===== config.mk =====
export PLATFORM = sky130hd
export DESIGN_NAME = spi_master_param
export DESIGN_NICKNAME = d
export VERILOG_FILES = /design/src/rtl/spi_master_param.sv
export SDC_FILE = /design/constraint.sdc
export NUM_CORES = 1
export LEC_CHECK = 0
export CORE_ASPECT_RATIO = 1.4
export CORE_UTILIZATION = 61
export DETAILED_ROUTE_END_ITERATION = 10
export GPL_ROUTABILITY_DRIVEN = 1
export MAX_ROUTING_LAYER = met4
export PLACE_DENSITY = 0.88
export SLEW_MARGIN = 20
export SYNTH_ARGS = -nofsm -noshare
export SYNTH_HDL_FRONTEND = slang
export SYNTH_SLANG_ARGS = --single-unit

===== constraint.sdc =====
create_clock -name clk -period 13.7 [get_ports clk]
set_input_delay 4.11 -clock clk [delete_from_list [all_inputs] [get_ports clk]]
set_output_delay 4.11 -clock clk [all_outputs]
set_load 0.01 [all_outputs]

===== src/rtl/spi_master_param.sv =====
// Parametrised full-duplex SPI master, MSB-first, 1..MAX_BYTES bytes per transfer.
// Programmable SCLK half-period (clk_div+1 clk cycles), all four CPOL/CPHA modes,
// NUM_CS active-low chip selects and a start/done handshake towards the CPU side.
module spi_master_param #(
  parameter  int MAX_BYTES = 8,
  parameter  int NUM_CS    = 1,
  parameter  int DIV_WIDTH = 8,
  localparam int LEN_W     = (MAX_BYTES > 1) ? $clog2(MAX_BYTES) : 1,
  localparam int CS_W      = (NUM_CS > 1) ? $clog2(NUM_CS) : 1
) (
  input  logic                   clk,
  input  logic                   rst,
  input  logic                   start,
  input  logic [8*MAX_BYTES-1:0] tx_data,
  input  logic [LEN_W-1:0]       len,
  input  logic [CS_W-1:0]        cs_sel,
  input  logic [DIV_WIDTH-1:0]   clk_div,
  input  logic                   cpol,
  input  logic                   cpha,
  output logic                   busy,
  output logic                   done,
  output logic [8*MAX_BYTES-1:0] rx_data,
  output logic                   sclk,
  output logic                   mosi,
  input  logic                   miso,
  output logic [NUM_CS-1:0]      cs_n
);

  localparam int DW  = 8 * MAX_BYTES;
  // bit counter width, plus one more bit so the edge counter holds 2N
  localparam int BCW = $clog2(DW) + 1;
  localparam int EW  = BCW + 1;

  typedef enum logic [1:0] {IDLE, LEAD, XFER, TRAIL} state_t;

  state_t               state;
  logic [DW-1:0]        tx_sh;
  logic [DW-1:0]        rx_sh;
  logic [LEN_W-1:0]     len_q;
  logic [DIV_WIDTH-1:0] div_q;
  logic [DIV_WIDTH-1:0] div_cnt;
  logic                 cpha_q;
  logic [EW-1:0]        edge_cnt;   // sclk edges already issued in this transfer
  logic [EW-1:0]        nedges;     // 2N
  logic [EW-1:0]        shamt;      // DW - N, aligns received bits to the MSB
  logic [NUM_CS-1:0]    cs_dec;
  logic                 tick;
  logic                 lead;
  logic                 xfer_end;

  assign nedges   = (EW'(len_q) + EW'(1)) << 4;
  assign shamt    = EW'(DW) - (nedges >> 1);
  assign tick     = (div_cnt == div_q);
  // edges are numbered from 1; odd-numbered edges are leading edges
  assign lead     = ~edge_cnt[0];
  assign xfer_end = (state == XFER) && (edge_cnt == nedges);

  // one-hot-low chip select decode; an out-of-range index selects nothing
  always_comb begin
    cs_dec = '1;
    for (int i = 0; i < NUM_CS; i++) cs_dec[i] = (int'(cs_sel) != i);
  end

  // transfer sequencer: IDLE -> LEAD -> XFER -> TRAIL -> IDLE, all outputs registered
  always_ff @(posedge clk or posedge rst) begin
    if (rst) begin
      state    <= IDLE;
      sclk     <= 1'b0;
      cs_n     <= '1;
      mosi     <= 1'b0;
      busy     <= 1'b0;
      done     <= 1'b0;
      rx_data  <= '0;
      tx_sh    <= '0;
      rx_sh    <= '0;
      len_q    <= '0;
      div_q    <= '0;
      div_cnt  <= '0;
      cpha_q   <= 1'b0;
      edge_cnt <= '0;
    end else begin
      done <= 1'b0;
      case (state)
        IDLE: begin
          sclk <= cpol;
          mosi <= 1'b0;
          if (start) begin
            len_q    <= len;
            div_q    <= clk_div;
            cpha_q   <= cpha;
            rx_sh    <= '0;
            rx_data  <= '0;
            busy     <= 1'b1;
            cs_n     <= cs_dec;
            div_cnt  <= '0;
            edge_cnt <= '0;
            state    <= LEAD;
            // cpha=0 needs the first bit on the wire before the first (sampling) edge
            if (!cpha) begin
              mosi  <= tx_data[DW-1];
              tx_sh <= {tx_data[DW-2:0], 1'b0};
            end else begin
              tx_sh <= tx_data;
            end
          end
        end
        LEAD, XFER: begin
          if (tick) begin
            div_cnt <= '0;
            if (xfer_end) begin
              state <= TRAIL;
            end else begin
              state    <= XFER;
              sclk     <= ~sclk;
              edge_cnt <= edge_cnt + EW'(1);
              if (lead ^ cpha_q) begin
                rx_sh <= {rx_sh[DW-2:0], miso};
              end else if (edge_cnt + EW'(1) == nedges) begin
                // final trailing edge in cpha=0: nothing left to send
                mosi <= 1'b0;
              end else begin
                mosi  <= tx_sh[DW-1];
                tx_sh <= {tx_sh[DW-2:0], 1'b0};
              end
            end
          end else begin
            div_cnt <= div_cnt + DIV_WIDTH'(1);
          end
        end
        TRAIL: begin
          if (tick) begin
            div_cnt <= '0;
            state   <= IDLE;
            cs_n    <= '1;
            busy    <= 1'b0;
            done    <= 1'b1;
            mosi    <= 1'b0;
            rx_data <= rx_sh << shamt;
          end else begin
            div_cnt <= div_cnt + DIV_WIDTH'(1);
          end
        end
        default: state <= IDLE;
      endcase
    end
  end

endmodule


==> flow_metrics.tcl <==
set metrics [dict create \
    nets 1448 \
    hold_violations 0 \
    cp_data_arrival_time_ns 7.12 \
    r2r_slack_ns 9.07 \
    cts_post_setup_buffers_inserted 0 \
    port_buffers 150 \
    h-tree-depth 1 \
    cp_max_fo 67 \
    dr.max_layer_used "met4" \
    multi_input_area_um2 6650 \
    endpoint_kind "register" \
    wl_met3_um 1860 \
    wl_per_cell_um 20.6 \
    core_um2 20600 \
    dieHeight_um 174 \
    crit_path_end "tx_sh[21]" \
    regToRegEndpoint "tx_sh[21]" \
    cts_buffers 23 \
    critical_path.startpoint "start" \
    layout_common_cells "250 x nand2_1, 225 x dfrtp_1, 149 x clkdlybuf4s50_1" \
    grt_pass1_vias 10590 \
    synthArstFlopShare 1.00 \
    grt_usage 0.320 \
    vdd_drop_max_uv 82.8 \
    slew_headroom 0.295 \
    cts_resized 0 \
    post_dp_cell_area_um2 14400 \
    final_area_um2 15100 \
    fin_crit_sh 0.495 \
    root_buffer "clkbuf_16" \
    hold_buffers 0 \
    clock_latency_ns 0.51 \
    seqCellArea_um2 5680 \
    wl_um 33400 \
    clk_path_buf_depth 3 \
    route.met2.wl_um 16900 \
    maxSlewViolCount 0 \
    ant_nets 0 \
    synthesis.area_um2 12900 \
    fin_crit_ns 6.78 \
    synth_seq_cells 227 \
    grt_max_degree 111 \
    dp_hpwl_um 21000 \
    die_w_um 125 \
    met1_length_um 12800 \
    synth-edff-count 0 \
    avgSynthCellArea_um2 9.99 \
    ios 151 \
    fill_cells 1404 \
    overflow 0 \
    layout_commonest_cell "nand2_1" \
    drive_above_1_share 0.101 \
    required_ns 14.04 \
    drt_pass1_iterations 9 \
    layoutNonFillerInstCount 1627 \
    antenna_found_initial 0 \
    rr_worst_depth 11 \
    place.gp.congestion 0.904 \
    syn_to_final_growth_pct 16.8 \
    tightest_slew_ns 1.06 \
    vias_per_cell 6.71 \
    dieArea_um2 21700 \
    violations "DRC" \
    netlist_instances 1291 \
    yosysSeqAreaShare 0.441 \
    path_clk_slew_ns 0.07 \
    r2r-start "len_q[0]" \
    pwr_density_cell_nw_per_um2 88.6 \
    rows 62 \
    yosysWarnings 0 \
    drv_cap 0 \
    yosys.area.top_type "dfrtp_1" \
    synth_ff_type "dfrtp_1" \
    vias 10921 \
    power.leakage_nw 6.21 \
    drc 22 \
    setup_tns_ns 0 \
    dpl.cell_count 1589 \
    antenna_cells 0 \
    drt_iter0_markers 966 \
    min_path_type "register to register" \
    finalCoreUtilization 0.730 \
    grt_first_pass_wirelength_um 54900 \
    whs_ns 0.471 \
    clock-sinks 227 \
    status "finished, violations left" \
    cts_tree "built" \
    max_freq_mhz 147 \
    rsz0062_at_grt "false" \
    clock-skew-final_ns 0.0133 \
    critPathKind "primary input to register" \
    cp-start-kind "primary input" \
    synthesis.nets 1381 \
    yosysTopAreaCellShare 0.438 \
    synth_area_leaders "dfrtp_1 44%, nand2_1 7.3%, mux2i_1 6.4%" \
    setup_violations 0 \
    synth_cell_type_count 53 \
    start_util 0.625 \
]
## registers in the layout (all words and copies together) (netlist names), 2 cells and up
signal	cells
edge_cnt	8
state	2
div_cnt	8
div_q	8
rx_sh	64
rx_data	64
tx_sh	64
len_q	3
## worst min path at each step
stage	start	to	cells past startpoint
after floorplan	cs_n	cs_n	2
after global placement	cs_n	cs_n	2
after detailed placement	cs_n	cs_n	2
after CTS	cs_n	cs_n	2
after global routing	cs_n	cs_n	2
final	cs_n	cs_n	2
## report_power, final
part | internal [mW] | total, mW | switching [mW] | leakage, nW
clock | 0.348 | 0.607 | 0.258 | 0.347
combinational | 0.0296 | 0.0577 | 0.0281 | 2.72
sequential | 0.670 | 0.670 | 0 | 3.14
total | 1.05 | 1.33 | 0.287 | 6.21
## synth_stat cells, drive strengths merged, types with 2 or more instances
| cell | n |
|---|---|
| a211oi | 10 |
| a21oi | 25 |
| a22o | 90 |
| a22oi | 9 |
| and3 | 3 |
| buf | 51 |
| clkbuf | 75 |
| dfrtp | 226 |
| ha | 8 |
| inv | 14 |
| mux2 | 13 |
| mux2i | 82 |
| mux4 | 32 |
| nand2 | 251 |
| nand2b | 4 |
| nand3 | 16 |
| nand4 | 9 |
| nor2 | 51 |
| nor2b | 12 |
| nor3 | 16 |
| o2111ai | 64 |
| o211ai | 64 |
| o21ai | 90 |
| o31ai | 16 |
| o41ai | 16 |
| or2 | 4 |
| or3 | 2 |
| xnor2 | 16 |
| xor2 | 9 |
## per-layer routing
layer / track usage / up-vias
li1: - / 4940
met5: - / -
met3: 0.0372 / 99
met1: 0.387 / 5403
met2: 0.526 / 479
met4: 0.176 / 0
## cell families after synthesis
logic type | count (synthesis) | share of synthesized area
AO/OA/AOI/OAI | 391 | 0.231
XOR/XNOR | 25 | 0.0181
adder cells (fa/ha/maj) | 8 | 0.00776
buffers and inverters | 141 | 0.0490
flip-flops | 227 | 0.441
multiplexers | 127 | 0.131
AND/OR/NAND/NOR | 372 | 0.123
## metrics by stage
step / power [mW] / worst slack, ns
2_1_floorplan: 0.708 / 3.37
3_3_place_gp: 0.741 / 6.54
3_5_place_dp: 0.741 / 6.49
4_1_cts: 1.34 / 7.00
5_1_grt: 1.38 / 6.80
6_report: 1.33 / 6.92
## worst max-delay path, stage by stage
cell,delay [ns]
clkdlybuf4s50_1,0.52
nand2b_1,0.28
nand2_1,0.20
nor3_4,0.16
buf_4,0.61
o211a_2,0.31
buf_4,0.65
o211ai_1,0.22
## final cells by class
| cell class | instances | area share |
|---|---|---|
| Clock inverter | 7 | 0.00482 |
| Tap cell | 256 | 0.0213 |
| Sequential cell | 227 | 0.377 |
| Timing Repair Buffer | 168 | 0.108 |
| Clock buffer | 31 | 0.0428 |
| Inverter | 15 | 0.00423 |
| Multi-Input combinational cell | 923 | 0.441 |
Note: power is estimated with default switching activity, not from simulation.
